$ cat src/rtl/piccolo_spiflash_responder_pkg.sv
// Shared definitions for the EPCS-style SPI flash responder.
//   - Command codes of the supported read-only command subset.
//   - FSM state encoding used by the responder top.
//   - cmd_next_state(): maps a completed command byte to the FSM state that serves it.
package piccolo_spiflash_pkg;

  localparam logic [7:0] CMD_READ = 8'h03;
  localparam logic [7:0] CMD_RDID = 8'h9F;
  localparam logic [7:0] CMD_RDSR = 8'h05;
  localparam logic [7:0] CMD_RES  = 8'hAB;

  typedef enum logic [3:0] {
    ST_IDLE     = 4'd0,
    ST_CMD      = 4'd1,
    ST_ADDR     = 4'd2,
    ST_DATA     = 4'd3,
    ST_ID_OUT   = 4'd4,
    ST_STAT_OUT = 4'd5,
    ST_DUMMY    = 4'd6,
    ST_SIG_OUT  = 4'd7,
    ST_IGNORE   = 4'd8
  } spi_state_e;

  // Decode a command byte into the state that handles the rest of the transfer.
  function automatic spi_state_e cmd_next_state(input logic [7:0] code);
    spi_state_e st;
    case (code)
      CMD_READ: st = ST_ADDR;
      CMD_RDID: st = ST_ID_OUT;
      CMD_RDSR: st = ST_STAT_OUT;
      CMD_RES:  st = ST_DUMMY;
      default:  st = ST_IGNORE;
    endcase
    return st;
  endfunction

endpackage

$ cat src/rtl/piccolo_spiflash_responder_if.sv
// Bus bundle between the SPI flash responder and its surroundings.
//   SPI pins : spi_ss_n, spi_sck, spi_mosi (to responder), spi_miso, spi_miso_oe (from responder)
//   Memory   : mem_addr, mem_read (from responder), mem_readdata, mem_valid (to responder)
//   Monitor  : cmd_strobe, cmd_code (from responder)
// modport slave is the responder side; modport master is the SPI master / memory / bench side.
interface piccolo_spiflash_responder_if #(
  parameter int ADDR_WIDTH = 24
);
  logic                  spi_ss_n;
  logic                  spi_sck;
  logic                  spi_mosi;
  logic                  spi_miso;
  logic                  spi_miso_oe;
  logic [ADDR_WIDTH-1:0] mem_addr;
  logic                  mem_read;
  logic [7:0]            mem_readdata;
  logic                  mem_valid;
  logic                  cmd_strobe;
  logic [7:0]            cmd_code;

  modport slave (
    input  spi_ss_n, spi_sck, spi_mosi, mem_readdata, mem_valid,
    output spi_miso, spi_miso_oe, mem_addr, mem_read, cmd_strobe, cmd_code
  );

  modport master (
    output spi_ss_n, spi_sck, spi_mosi, mem_readdata, mem_valid,
    input  spi_miso, spi_miso_oe, mem_addr, mem_read, cmd_strobe, cmd_code
  );
endinterface

$ cat src/rtl/piccolo_spiflash_responder_sync.sv
// Input conditioning for the SPI slave: 2-FF synchronisers on ss_n, sck and mosi,
// plus a third sck stage for edge detection.
//   clk, reset          : system clock, async active-high reset
//   spi_ss_n/sck/mosi   : raw pins, asynchronous to clk
//   ss_active           : synchronised chip select asserted
//   sck_rise / sck_fall : one-clk pulses per detected SCK edge
//   mosi_s              : synchronised MOSI, aligned with sck_rise
module spi_slave_sync (
  input  logic clk,
  input  logic reset,
  input  logic spi_ss_n,
  input  logic spi_sck,
  input  logic spi_mosi,
  output logic ss_active,
  output logic sck_rise,
  output logic sck_fall,
  output logic mosi_s
);

  logic [1:0] ss_q;
  logic [1:0] sck_q;
  logic [1:0] mosi_q;
  logic       sck_dly_q;

  // Synchroniser chains; ss_n resets to the deselected level.
  always_ff @(posedge clk or posedge reset) begin
    if (reset) begin
      ss_q      <= 2'b11;
      sck_q     <= 2'b00;
      mosi_q    <= 2'b00;
      sck_dly_q <= 1'b0;
    end else begin
      ss_q      <= {ss_q[0], spi_ss_n};
      sck_q     <= {sck_q[0], spi_sck};
      mosi_q    <= {mosi_q[0], spi_mosi};
      sck_dly_q <= sck_q[1];
    end
  end

  assign ss_active = ~ss_q[1];
  assign sck_rise  = sck_q[1] & ~sck_dly_q;
  assign sck_fall  = ~sck_q[1] & sck_dly_q;
  assign mosi_s    = mosi_q[1];

endmodule

$ cat src/rtl/piccolo_spiflash_responder.sv
// EPCS-style serial flash emulator (SPI mode 0 slave) serving READ, RDID, RDSR and RES
// from an external byte memory.
//   clk, reset : system clock (>= 16x SCK), async active-high reset
//   spi_mem    : SPI pins, byte-memory read port and command monitor (slave modport)
// MISO changes on detected SCK falling edges; a new byte is loaded at the falling edge
// that follows each completed byte, so its MSB is ready before the next rising edge.
module piccolo_spiflash_responder
  import piccolo_spiflash_pkg::*;
#(
  parameter int          ADDR_WIDTH = 24,
  parameter logic [23:0] JEDEC_ID   = 24'h20_20_15,
  parameter logic [7:0]  SIGNATURE  = 8'h14,
  parameter logic [7:0]  STATUS_VAL = 8'h00
) (
  input logic                        clk,
  input logic                        reset,
  piccolo_spiflash_responder_if.slave spi_mem
);

  logic ss_active, sck_rise, sck_fall, mosi_s;

  spi_state_e            state_q, state_d;
  logic [2:0]            bit_cnt_q, bit_cnt_d;
  logic [1:0]            byte_cnt_q, byte_cnt_d;   // completed bytes since the command, saturating
  logic [22:0]           rx_sh_q, rx_sh_d;
  logic [7:0]            tx_sh_q, tx_sh_d;
  logic                  miso_q, miso_d, oe_q, oe_d;
  logic [ADDR_WIDTH-1:0] mem_addr_q, mem_addr_d;
  logic                  mem_read_q, mem_read_d;
  logic [7:0]            buf_q, buf_d;             // prefetched memory byte
  logic                  buf_full_q, buf_full_d, rd_pend_q, rd_pend_d;
  logic                  cmd_strobe_q, cmd_strobe_d;
  logic [7:0]            cmd_code_q, cmd_code_d;

  logic [23:0] rx_next_s;
  logic        byte_done_s, cmd_done_s, hdr_done_s;
  logic [7:0]  tx_fill_s;

  spi_slave_sync u_sync (
    .clk      (clk),
    .reset    (reset),
    .spi_ss_n (spi_mem.spi_ss_n),
    .spi_sck  (spi_mem.spi_sck),
    .spi_mosi (spi_mem.spi_mosi),
    .ss_active(ss_active),
    .sck_rise (sck_rise),
    .sck_fall (sck_fall),
    .mosi_s   (mosi_s)
  );

  assign rx_next_s   = {rx_sh_q, mosi_s};
  assign byte_done_s = sck_rise & (bit_cnt_q == 3'd7);

  // FSM state register.
  always_ff @(posedge clk or posedge reset) begin
    if (reset) begin
      state_q <= ST_IDLE;
    end else begin
      state_q <= state_d;
    end
  end

  // FSM next-state logic; a deselected chip select wins over everything.
  always_comb begin
    state_d = state_q;
    if (!ss_active) begin
      state_d = ST_IDLE;
    end else begin
      case (state_q)
        ST_IDLE:  state_d = ST_CMD;
        ST_CMD:   state_d = cmd_done_s ? cmd_next_state(rx_next_s[7:0]) : ST_CMD;
        ST_ADDR:  state_d = hdr_done_s ? ST_DATA : ST_ADDR;
        ST_DUMMY: state_d = hdr_done_s ? ST_SIG_OUT : ST_DUMMY;
        default:  state_d = state_q;
      endcase
    end
  end

  // FSM outputs: phase-complete flags and the byte to load at the next byte boundary.
  always_comb begin
    cmd_done_s = 1'b0;
    hdr_done_s = 1'b0;
    tx_fill_s  = 8'h00;
    case (state_q)
      ST_CMD:             cmd_done_s = byte_done_s;
      ST_ADDR, ST_DUMMY:  hdr_done_s = byte_done_s & (byte_cnt_q == 2'd2);
      ST_DATA:            tx_fill_s  = buf_full_q ? buf_q : 8'hFF;  // late memory -> 0xFF
      ST_ID_OUT: begin
        case (byte_cnt_q)
          2'd0:    tx_fill_s = JEDEC_ID[23:16];
          2'd1:    tx_fill_s = JEDEC_ID[15:8];
          2'd2:    tx_fill_s = JEDEC_ID[7:0];
          default: tx_fill_s = 8'h00;
        endcase
      end
      ST_STAT_OUT:        tx_fill_s = STATUS_VAL;
      ST_SIG_OUT:         tx_fill_s = SIGNATURE;
      default:            tx_fill_s = 8'h00;
    endcase
  end

  // Datapath next-state: shifters, counters, memory port and command monitor.
  always_comb begin
    bit_cnt_d    = bit_cnt_q;
    byte_cnt_d   = byte_cnt_q;
    rx_sh_d      = rx_sh_q;
    tx_sh_d      = tx_sh_q;
    miso_d       = miso_q;
    oe_d         = oe_q;
    mem_addr_d   = mem_addr_q;
    mem_read_d   = 1'b0;
    buf_d        = buf_q;
    buf_full_d   = buf_full_q;
    rd_pend_d    = rd_pend_q;
    cmd_strobe_d = 1'b0;
    cmd_code_d   = cmd_code_q;
    if (!ss_active) begin
      // Deselect: abort the transfer without side effects and drop any pending read.
      bit_cnt_d  = 3'd0;
      byte_cnt_d = 2'd0;
      tx_sh_d    = 8'h00;
      miso_d     = 1'b0;
      oe_d       = 1'b0;
      buf_full_d = 1'b0;
      rd_pend_d  = 1'b0;
    end else begin
      oe_d = 1'b1;
      if (sck_rise) begin
        rx_sh_d   = rx_next_s[22:0];
        bit_cnt_d = bit_cnt_q + 3'd1;
      end else begin
        rx_sh_d   = rx_sh_q;
        bit_cnt_d = bit_cnt_q;
      end
      if (cmd_done_s) begin
        byte_cnt_d   = 2'd0;
        cmd_strobe_d = 1'b1;
        cmd_code_d   = rx_next_s[7:0];
      end else if (byte_done_s && (byte_cnt_q != 2'd3)) begin
        byte_cnt_d = byte_cnt_q + 2'd1;
      end else begin
        byte_cnt_d = byte_cnt_q;
      end
      if ((state_q == ST_DATA) && rd_pend_q && spi_mem.mem_valid) begin
        buf_d      = spi_mem.mem_readdata;
        buf_full_d = 1'b1;
        rd_pend_d  = 1'b0;
      end else begin
        buf_d = buf_q;
      end
      if (hdr_done_s && (state_q == ST_ADDR)) begin
        mem_addr_d = ADDR_WIDTH'(rx_next_s);   // upper address bits are dropped
        mem_read_d = 1'b1;
        rd_pend_d  = 1'b1;
        buf_full_d = 1'b0;
      end else begin
        mem_read_d = 1'b0;
      end
      if (sck_fall) begin
        if (bit_cnt_q == 3'd0) begin
          miso_d  = tx_fill_s[7];
          tx_sh_d = {tx_fill_s[6:0], 1'b0};
          if (state_q == ST_DATA) begin
            // Byte consumed: prefetch the next one a full byte-time ahead.
            buf_full_d = 1'b0;
            mem_addr_d = mem_addr_q + ADDR_WIDTH'(1'b1);
            mem_read_d = 1'b1;
            rd_pend_d  = 1'b1;
          end else begin
            mem_addr_d = mem_addr_q;
          end
        end else begin
          miso_d  = tx_sh_q[7];
          tx_sh_d = {tx_sh_q[6:0], 1'b0};
        end
      end else begin
        miso_d  = miso_q;
        tx_sh_d = tx_sh_q;
      end
    end
  end

  // Datapath registers.
  always_ff @(posedge clk or posedge reset) begin
    if (reset) begin
      bit_cnt_q    <= 3'd0;
      byte_cnt_q   <= 2'd0;
      rx_sh_q      <= 23'd0;
      tx_sh_q      <= 8'h00;
      miso_q       <= 1'b0;
      oe_q         <= 1'b0;
      mem_addr_q   <= '0;
      mem_read_q   <= 1'b0;
      buf_q        <= 8'h00;
      buf_full_q   <= 1'b0;
      rd_pend_q    <= 1'b0;
      cmd_strobe_q <= 1'b0;
      cmd_code_q   <= 8'h00;
    end else begin
      bit_cnt_q    <= bit_cnt_d;
      byte_cnt_q   <= byte_cnt_d;
      rx_sh_q      <= rx_sh_d;
      tx_sh_q      <= tx_sh_d;
      miso_q       <= miso_d;
      oe_q         <= oe_d;
      mem_addr_q   <= mem_addr_d;
      mem_read_q   <= mem_read_d;
      buf_q        <= buf_d;
      buf_full_q   <= buf_full_d;
      rd_pend_q    <= rd_pend_d;
      cmd_strobe_q <= cmd_strobe_d;
      cmd_code_q   <= cmd_code_d;
    end
  end

  assign spi_mem.spi_miso    = miso_q;
  assign spi_mem.spi_miso_oe = oe_q;
  assign spi_mem.mem_addr    = mem_addr_q;
  assign spi_mem.mem_read    = mem_read_q;
  assign spi_mem.cmd_strobe  = cmd_strobe_q;
  assign spi_mem.cmd_code    = cmd_code_q;

endmodule
$ cat src/flat_wrapper.sv
// flat-port wrapper written by rule: the top's interface ports become plain ports
module piccolo_spiflash_responder_flat import piccolo_spiflash_pkg::*;
#(
  parameter int          ADDR_WIDTH = 24,
  parameter logic [23:0] JEDEC_ID   = 24'h20_20_15,
  parameter logic [7:0]  SIGNATURE  = 8'h14,
  parameter logic [7:0]  STATUS_VAL = 8'h00
)
  (clk, reset, spi_mem_spi_ss_n, spi_mem_spi_sck, spi_mem_spi_mosi, spi_mem_mem_readdata, spi_mem_mem_valid, spi_mem_spi_miso, spi_mem_spi_miso_oe, spi_mem_mem_addr, spi_mem_mem_read, spi_mem_cmd_strobe, spi_mem_cmd_code);
  piccolo_spiflash_responder_if #(.ADDR_WIDTH(ADDR_WIDTH)) spi_mem_i ();
  input logic clk;
  input logic reset;
  input wire logic [$bits(spi_mem_i.spi_ss_n)-1:0] spi_mem_spi_ss_n;
  input wire logic [$bits(spi_mem_i.spi_sck)-1:0] spi_mem_spi_sck;
  input wire logic [$bits(spi_mem_i.spi_mosi)-1:0] spi_mem_spi_mosi;
  input wire logic [$bits(spi_mem_i.mem_readdata)-1:0] spi_mem_mem_readdata;
  input wire logic [$bits(spi_mem_i.mem_valid)-1:0] spi_mem_mem_valid;
  output wire logic [$bits(spi_mem_i.spi_miso)-1:0] spi_mem_spi_miso;
  output wire logic [$bits(spi_mem_i.spi_miso_oe)-1:0] spi_mem_spi_miso_oe;
  output wire logic [$bits(spi_mem_i.mem_addr)-1:0] spi_mem_mem_addr;
  output wire logic [$bits(spi_mem_i.mem_read)-1:0] spi_mem_mem_read;
  output wire logic [$bits(spi_mem_i.cmd_strobe)-1:0] spi_mem_cmd_strobe;
  output wire logic [$bits(spi_mem_i.cmd_code)-1:0] spi_mem_cmd_code;
  assign spi_mem_i.spi_ss_n = spi_mem_spi_ss_n;
  assign spi_mem_i.spi_sck = spi_mem_spi_sck;
  assign spi_mem_i.spi_mosi = spi_mem_spi_mosi;
  assign spi_mem_i.mem_readdata = spi_mem_mem_readdata;
  assign spi_mem_i.mem_valid = spi_mem_mem_valid;
  assign spi_mem_spi_miso = spi_mem_i.spi_miso;
  assign spi_mem_spi_miso_oe = spi_mem_i.spi_miso_oe;
  assign spi_mem_mem_addr = spi_mem_i.mem_addr;
  assign spi_mem_mem_read = spi_mem_i.mem_read;
  assign spi_mem_cmd_strobe = spi_mem_i.cmd_strobe;
  assign spi_mem_cmd_code = spi_mem_i.cmd_code;
  piccolo_spiflash_responder #(.ADDR_WIDTH(ADDR_WIDTH), .JEDEC_ID(JEDEC_ID), .SIGNATURE(SIGNATURE), .STATUS_VAL(STATUS_VAL)) u_core (.clk(clk), .reset(reset), .spi_mem(spi_mem_i));
endmodule
$ cat config.mk
export PLATFORM = sky130hd
export DESIGN_NAME = piccolo_spiflash_responder_flat
export DESIGN_NICKNAME = d
export VERILOG_FILES = /design/src/rtl/piccolo_spiflash_responder_pkg.sv /design/src/rtl/piccolo_spiflash_responder_if.sv /design/src/rtl/piccolo_spiflash_responder_sync.sv /design/src/rtl/piccolo_spiflash_responder.sv /design/src/flat_wrapper.sv
export SDC_FILE = /design/constraint.sdc
export NUM_CORES = 1
export LEC_CHECK = 0
export CAP_MARGIN = 20
export CORE_MARGIN = 2
export CORE_UTILIZATION = 35
export CTS_BUF_LIST = sky130_fd_sc_hd__clkbuf_4 sky130_fd_sc_hd__clkbuf_8 sky130_fd_sc_hd__clkbuf_16
export DETAILED_ROUTE_END_ITERATION = 10
export GPL_ROUTABILITY_DRIVEN = 0
export GPL_TIMING_DRIVEN = 0
export PLACE_DENSITY = 0.53
export SLEW_MARGIN = 20
export SYNTH_ARGS = -nofsm -noshare
export SYNTH_HDL_FRONTEND = slang
export SYNTH_SLANG_ARGS = --single-unit
$ cat constraint.sdc
create_clock -name clk -period 3.8 [get_ports clk]
set_input_delay 0.95 -clock clk [delete_from_list [all_inputs] [get_ports clk]]
set_output_delay 0.95 -clock clk [all_outputs]
set_load 0.02 [all_outputs]
### Yosys cells after proc, flatten, opt, wreduce, memory -nomap -nowiden

Cells that the tools add are included.

* bits in registers: 93
* input port bits: 14
* word-level logic and storage cells: 106

* $add $sub $neg: 3
* eq/ne operators: 15
* multiplexer cells: 46
* bitwise operators: 7
* reduce and logical (&&, ||, !) cells: 17

Operator list (number)
* 24-bit 2-to-1 mux: 4
* 8-bit 2-to-1 mux: 4
* 4-bit one-hot mux with 4 select lines: 2
* 1-bit 2-to-1 mux: 27
* 24-bit by 1-bit adder with 24-bit output (second input constant): 1
* 8-bit one-hot mux with 3 select lines: 1
* 8-bit == test (second input constant): 2
* 4-bit by 3-bit == test with 1-bit output (second input constant): 3
* 6-bit one-hot mux with 2 select lines: 1
* 4-bit by 2-bit == test with 1-bit output (second input constant): 2
* 8-bit by 2-bit == test with 1-bit output (second input constant): 1
* 8-bit by 3-bit == test with 1-bit output (second input constant): 1
* 4-bit 2-to-1 mux: 2
* 2-bit AND reduction: 4
* 2-bit 2-to-1 mux: 3
* 3-bit 2-to-1 mux: 2
* 5-bit nonzero test: 1
* 1-bit AND: 4
* 4-bit by 1-bit == test with 1-bit output (second input constant): 1
* 1-bit logical AND: 4
* 4-bit logical NOT: 1
* 2-bit nonzero test: 2
* 2-bit OR reduction: 2
* 3-bit by 1-bit adder with 3-bit output (second input constant): 1
* 10 further kinds: 12

### Depth between registers and ports, before layout

Gate-level depths: netlist of the first run.

* word-level depth: 11
* mapped depth: 10
* gate-level depth less buffers: 8

### By module

Synthesis of the first run repeated with hierarchy kept, for this count alone.

* cells, all modules: 449
* area total of the unflattened synthesis: 4677.0 µm²

Modules (own cells, without submodules)
* piccolo_spiflash_responder: instances 1, cells each 438, area an instance 4476.8 µm², seq. area each 2127.0 µm²
* spi_slave_sync: instances 1, cells each 11, area an instance 200.2 µm², seq. area each 177.7 µm²

### Least setup slack after synthesis of the first run

Ideal clock, no wire load.

* path type: reg2reg
* start: register u_core.bit_cnt_q[0]
* end: register u_core.mem_addr_q[4] (netlist: u_core.spi_mem.mem_addr[4])
* library setup time: 0.137 ns
* arrival time: 1.765 ns
* setup slack: 1.898 ns
* stages on the path, launching flop included: 9
* path buffers: 2
* period minus slack after synthesis: 1.902 ns
* cell sequence: dfrtp_1 > inv_1 > ha_1 > nor4bb_1 > clkbuf_1 > clkbuf_1 > nand2_1 > a21oi_1 > a21oi_1

* cells in the longest elaborated chain, start to end: 8
* elaborated cells between the ends (all ways): 11
* classes of those cells: eq/ne: 2; mux: 4; bitwise: 2; reduce/logical: 3

Ends and longest elaborated chain
* start, declared: RTL line piccolo_spiflash_responder.sv:23 `logic [2:0] bit_cnt_q, bit_cnt_d;`
* start signal, assigned: RTL line piccolo_spiflash_responder.sv:200 `bit_cnt_q <= bit_cnt_d;`
* 3-bit == test: RTL line piccolo_spiflash_responder.sv:52 `assign byte_done_s = sck_rise & (bit_cnt_q == 3'd7);`
* 1-bit AND: RTL line piccolo_spiflash_responder.sv:52
* 1-bit AND: RTL line piccolo_spiflash_responder.sv:86 `ST_ADDR, ST_DUMMY: hdr_done_s = byte_done_s & (byte_cnt_q == 2'd2);`
* 1-bit 2-to-1 mux: RTL line piccolo_spiflash_responder.sv:84 `case (state_q)`
* 1-bit logical AND: RTL line piccolo_spiflash_responder.sv:151 `if (hdr_done_s && (state_q == ST_ADDR)) begin`
* 24-bit 2-to-1 mux: RTL line piccolo_spiflash_responder.sv:151
* 24-bit 2-to-1 mux: RTL line piccolo_spiflash_responder.sv:160 `if (bit_cnt_q == 3'd0) begin`
* 24-bit 2-to-1 mux: RTL line piccolo_spiflash_responder.sv:159 `if (sck_fall) begin`
* end signal, assigned: RTL line piccolo_spiflash_responder.sv:206 `mem_addr_q <= mem_addr_d;`
* end, declared: RTL line piccolo_spiflash_responder.sv:28 `logic [ADDR_WIDTH-1:0] mem_addr_q, mem_addr_d;`

Parallel ways exist; a longest one is shown, timed or not.
A chain may end at the register's enable or synchronous reset.

### Worst setup path after layout of the first run

Ends and elaborated chain as after synthesis.

==> results.json, run 1 <==
{
  "cts_setup_buffers": 0,
  "first_global_vias": 3487,
  "ant_nets": 0,
  "avgSynthCellArea_um2": 10.59,
  "grt_use_met2_pct": 24.06,
  "ys_warn_count": 0,
  "cts_tree": "yes",
  "initial_core_util_pct": 35.91,
  "ctsHoldBuffers": 0,
  "ctsRootBufferMaster": "clkbuf_16",
  "powerDensity_mw_per_mm2": 404.2,
  "clock_latency_ns": 0.35,
  "drive_gt1_share_pct": 16.40,
  "place_area_mm2": 0.005270,
  "first_pass_iters": 4,
  "crit_required_ns": 4.00,
  "track_usage_pct": 17.23,
  "period_minus_slack_ns": 2.653,
  "ys.flop_type": "dfrtp_1",
  "io_buffer_count": 49,
  "drt-initial-drc-count": 265,
  "hpwlAfterDp_mm": 7.961,
  "drv_cap": 0,
  "wl_mm": 11.55,
  "insertedDiodeCount": 0,
  "use_met3_pct": 3.052,
  "area_growth_pct": 22.64,
  "htreeDepth": 3,
  "p_leak_nw": 2.381,
  "min_period_over_period_pct": 69.82,
  "clk_path_buf_depth": 2,
  "hold_path.class": "register to register",
  "fill_cells": 1245,
  "cts_buffers": 9,
  "syn-instance-count": 428,
  "power.total_mw": 2.247,
  "rows": 41,
  "syn_area_mm2": 0.004532,
  "final_common_cell": "dfrtp_1",
  "fin_cells": 666,
  "vias_per_cell": 5.285,
  "outcome": "finished clean",
  "cts_resized": 0,
  "met1_usage_pct": 25.96,
  "vdd_drop_max_mv": 0.1998,
  "ios": 50,
  "r2r_start": "u_core.bit_cnt_q[0]",
  "rr_endpoint": "u_core.spi_mem.mem_addr[4]",
  "drc": 0,
  "finalSetupViolations": 0,
  "slew_headroom_pct": 46.66,
  "critPathKind": "register to register",
  "gr-max-usage-layer": "met1",
  "r2r_cells": 8,
  "wl_per_cell_um": 17.35,
  "worst_pin_slew_ns": 0.7927,
  "ys_seq_area_share_pct": 50.86,
  "vias": 3520,
  "syn_nets": 450,
  "cp-start-kind": "register",
  "cts.reportedPaths.clkPinSlew_ns": 0.07,
  "fin_util_pct": 44.04,
  "ys_types": 63,
  "grt_pass1_wl_mm": 18.90,
  "rsz0062_at_grt": "no",
  "die_x_um": 117.8,
  "core_mm2": 0.01262,
  "synthArstFlopShare_pct": 100.0,
  "crit_end": "u_core.spi_mem.mem_addr[4]",
  "fin_tns_setup_ns": 0,
  "drv_slew": 0,
  "worstPathMaxFanout": 10,
  "dp_cells": 650,
  "nets": 511,
  "synth_edf_count": 0,
  "arrival_ns": 2.86,
  "die-area_mm2": 0.01387,
  "synth-seq-cells": 92,
  "grt_max_degree": 72,
  "fp.dieH_um": 117.8,
  "startpoint": "u_core.bit_cnt_q[0]",
  "rrSetupSlack_ns": 1.15,
  "gr-total-overflow": 0,
  "max_freq_ghz": 0.3769,
  "worst_setup_path_end_kind": "register",
  "layout_common_cells": "dfrtp_1, clkdlybuf4s50_1, mux2_2",
  "finalInstanceArea_mm2": 0.005558,
  "hold_viol": 0,
  "cts_sinks": 92,
  "fin_skew_ns": 0.007849,
  "antenna_found_initial": 0
}
## critical path, stage by stage, from the launching register on
cell	delay, ns
dfrtp_1	0.41
inv_1	0.07
ha_1	0.23
nor4bb_1	0.53
clkbuf_1	0.46
clkbuf_1	0.49
nand2_1	0.09
a21oi_1	0.16
a21oi_1	0.06
## state kept, by name, indices dropped and copies added, names as in the netlist, 3 cells and up
name and flops:
u_core.buf_q 8, u_core.spi_mem.cmd_code 8, u_core.state_q 4, u_core.spi_mem.mem_addr 24, u_core.bit_cnt_q 3, u_core.rx_sh_q 23
u_core.tx_sh_q 7
## layout make-up
| cell class | count | area, um2 | share of cell area, % |
|---|---|---|---|
| Inverter | 13 | 53.80 | 0.9680 |
| Tap cell | 172 | 215.2 | 3.872 |
| Clock buffer | 10 | 239.0 | 4.300 |
| Multi-Input combinational cell | 300 | 2049 | 36.88 |
| Sequential cell | 92 | 2305 | 41.47 |
| Timing Repair Buffer | 50 | 518.0 | 9.320 |
| Buffer | 23 | 128.9 | 2.319 |
| Clock inverter | 6 | 48.80 | 0.8780 |
## metal layers
layer  wire length [um]  up-vias
met1               5841     1748
met2               5065       79
met3                548        6
li1                   -     1687
met4                 97        0
met5                  0        -
## metrics by stage
stage | hold slack (ns) | setup slack (ns)
floorplan | 0.3312 | 0.4613
CTS | 0.3517 | 1.125
finish | 0.3497 | 1.147
detailed placement | 0.3355 | 1.153
global route | 0.3618 | 0.9410
global placement | 0.3344 | -1.074
## report_power, final
| group | switching, mW | internal (mW) | total, mW |
|---|---|---|---|
| sequential | 0.101 | 1.04 | 1.14 |
| combinational | 0.124 | 0.112 | 0.236 |
| clock | 0.404 | 0.467 | 0.872 |
## synthesized netlist by cell type (9+ instances only)
library cell,instances,area share (%)
a21oi_1,38,4.2
clkbuf_1,12,0.99
dfrtp_1,90,50
inv_1,12,0.99
mux2_2,39,9.7
nand2_1,26,2.2
nand2b_1,10,1.4
nand3_1,23,2.5
nand4_1,9,1.2
nor2_1,31,2.6
nor3_1,10,1.1
o21ai_0,12,1.3
o22ai_1,11,1.5
## how the worst min path moves through the flow
stage               depth (start not counted)                       to  slack [ns]               startpoint
finish                                      0  u_core.u_sync.mosi_q[1]        0.35  u_core.u_sync.mosi_q[0]
global route                                0  u_core.u_sync.mosi_q[1]        0.36  u_core.u_sync.mosi_q[0]
CTS                                         0  u_core.u_sync.mosi_q[1]        0.35  u_core.u_sync.mosi_q[0]
detailed placement                          0  u_core.u_sync.mosi_q[1]        0.34  u_core.u_sync.mosi_q[0]
global placement                            0   u_core.u_sync.sck_q[1]        0.33   u_core.u_sync.sck_q[0]
floorplan                                   0  u_core.u_sync.mosi_q[1]        0.33  u_core.u_sync.mosi_q[0]
## kinds of logic (layout without fill, tap and decap cells)
kind of cell               after synthesis  in the layout  share of synthesized area (%)
buffers and inverters                   36            102                          3.920
AOI/OAI and AO/OA                      104            104                          14.99
xor gates and xnor gates                 1              1                         0.1933
muxes                                   45             45                          11.02
and+or+nand+nor                        142            142                          16.81
DFF                                     92             92                          50.86
adders and majority gates                8              8                          2.209
(Power assumes the default switching activity.)
==> run 2: changes to the inputs <==
PLACE_DENSITY = 0.55   (was 0.53)
clock period = 2.3 ns   (was 3.8 ns; I/O delays follow)
==> run 2 against run 1 <==
Compared with the run above:
- the run now ends with negative setup slack left
- routed wire length fell by 0.86%
- first-iteration DRC count is 7.2% lower
- largest cell class unchanged
- total power up 61%
- critical path type unchanged
- flip-flop and latch count did not move
==> results.json, run 2 (synthesized netlist as in run 1, its figures left out) <==
{
  "outcome": "complete, but fails checks",
  "violations": "negative setup slack",
  "ios": 50,
  "period_minus_slack_ns": 2.310,
  "final_common_cell": "dfrtp_1",
  "rsz0062_at_grt": "yes",
  "vdd_drop_max_mv": 0.4471,
  "fp.dieH_um": 117.8,
  "hold_viol": 0,
  "drc": 0,
  "layout_common_cells": "dfrtp_1, clkdlybuf4s50_1, mux2_2",
  "gr-total-overflow": 0,
  "largest_reg_flops": 24,
  "die_x_um": 117.8,
  "met3_length_um": 446,
  "fin_hold_ws_ns": 0.3476,
  "wl_per_cell_um": 17.25,
  "clk_path_buf_depth": 2,
  "startpoint": "u_core.spi_mem.mem_addr[5]",
  "arrival_ns": 2.57,
  "worst_setup_path_end_kind": "register",
  "cts_tree": "yes",
  "drt-initial-drc-count": 246,
  "crit_required_ns": 2.56,
  "fin_ws_ns": -0.009992,
  "track_usage_pct": 17.51,
  "m1WireLength_mm": 5.679,
  "hold_path.class": "register to register",
  "r2r_cells": 5,
  "rr_endpoint": "u_core.spi_mem.mem_addr[21]",
  "cts.reportedPaths.clkPinSlew_ns": 0.06,
  "top_layer": "met4",
  "cp-start-kind": "register",
  "ant_nets": 0,
  "first_pass_iters": 4,
  "hold_depth": 0,
  "core_mm2": 0.01262,
  "initial_core_util_pct": 35.91,
  "finalSetupViolations": 1,
  "rrSetupSlack_ns": -0.01,
  "fin_skew_ns": 0.005734,
  "vias_per_cell": 5.383,
  "die-area_mm2": 0.01387,
  "drv_slew": 0,
  "powerDensity_mw_per_mm2": 647.9,
  "worst_pin_slew_ns": 0.8637,
  "slew_headroom_pct": 41.89,
  "nets": 512,
  "grt_pass1_wl_mm": 19.24,
  "p_leak_nw": 2.405,
  "vias": 3574,
  "slowest_delay_ns": 0.83,
  "critPathKind": "register to register",
  "clock_latency_ns": 0.35,
  "ctsRootBufferMaster": "clkbuf_16",
  "r2r_start": "u_core.spi_mem.mem_addr[5]",
  "io_buffer_count": 49,
  "min_period_over_period_pct": 100.4,
  "cts_buffers": 9,
  "wl_mm": 11.45,
  "antenna_found_initial": 0,
  "max_freq_ghz": 0.4329,
  "grt_max_degree": 34,
  "area_growth_pct": 23.50,
  "rows": 41,
  "hold_start": "u_core.u_sync.mosi_q[0]",
  "crit_chain": "nand4_1 > nor4_1 > nand3_1 > a21oi_1 > a2bb2oi_1",
  "min_to": "u_core.u_sync.mosi_q[1]",
  "htreeDepth": 3,
  "hpwlAfterDp_mm": 7.944,
  "cts_setup_buffers": 0,
  "worstPathMaxFanout": 7,
  "slowest_stage": "nor4_1",
  "first_global_vias": 3570,
  "drv_cap": 0,
  "drive_gt1_share_pct": 17.48,
  "wl_met2_mm": 5.067,
  "fin_tns_setup_ns": -0.009992,
  "cts_sinks": 92,
  "insertedDiodeCount": 0
}
==> run 2: cell type report <==
type                    count  area, um2
flip-flops and latches     92       2305
clock buffers              13      255.2
well taps                 172      215.2
inverters                  13      52.55
fillers                  1217       7023
repair buffers             52      550.5
multi-input cells         300       2087
plain buffers              22      131.4
==> run 2: where the power goes <==
part | internal, mW | switching, mW | leakage, nW
combinational | 0.194 | 0.207 | 1.03
clock | 0.763 | 0.589 | 0.129
sequential | 1.72 | 0.155 | 1.24
total | 2.68 | 0.950 | 2.40
==> run 2: repair_timing <==
action,4_1_cts,5_1_grt
hold buffers,0,0
resized for setup,2,9
setup endpoints to repair,12,41
==> run 2: per-layer routing <==
metal / global-route usage [%] / vias up
li1: - / 1689
met1: 24.61 / 1780
met2: 26.45 / 89
met3: 2.762 / 16
met4: 8.208 / 0
met5: 0 / -
==> run 2: worst max-delay path, delay by kind of cell (launching register included) <==
family / cells / cell delay, ns
compound gates: 2 / 0.40
flops: 1 / 0.48
simple gates: 3 / 1.33
==> run 2: worst max-delay path by stage <==
stage,endpoint
after global routing,u_core.spi_mem.mem_addr[4]
after CTS,u_core.spi_mem.mem_addr[6]
final,u_core.spi_mem.mem_addr[21]
after detailed placement,u_core.spi_mem.mem_addr[4]
after floorplan,u_core.spi_mem.mem_addr[4]
after global placement,u_core.buf_q[1]
==> run 2: through the flow <==
| step | setup slack, ns | area [um2] | cells | total power, mW | utilization (%) |
|---|---|---|---|---|---|
| after global placement | -0.4065 | 5241 | 649 | 2.275 | 41.53 |
| final | -0.009992 | 5597 | 664 | 3.626 | 44.35 |
| after global routing | -0.03359 | 5597 | 664 | 3.784 | 44.35 |
| after detailed placement | -0.2917 | 5301 | 652 | 2.301 | 42.01 |
| after floorplan | 0.3982 | 4536 | 428 | 2.108 | - |
| after CTS | -0.02333 | 5559 | 665 | 3.662 | 44.05 |
==> run 3: changes to the inputs <==
CTS_CLUSTER_DIAMETER = 120   (was unset)
==> results of run 3 <==
Final layout, timing and power as in run 2 (identical DEF).
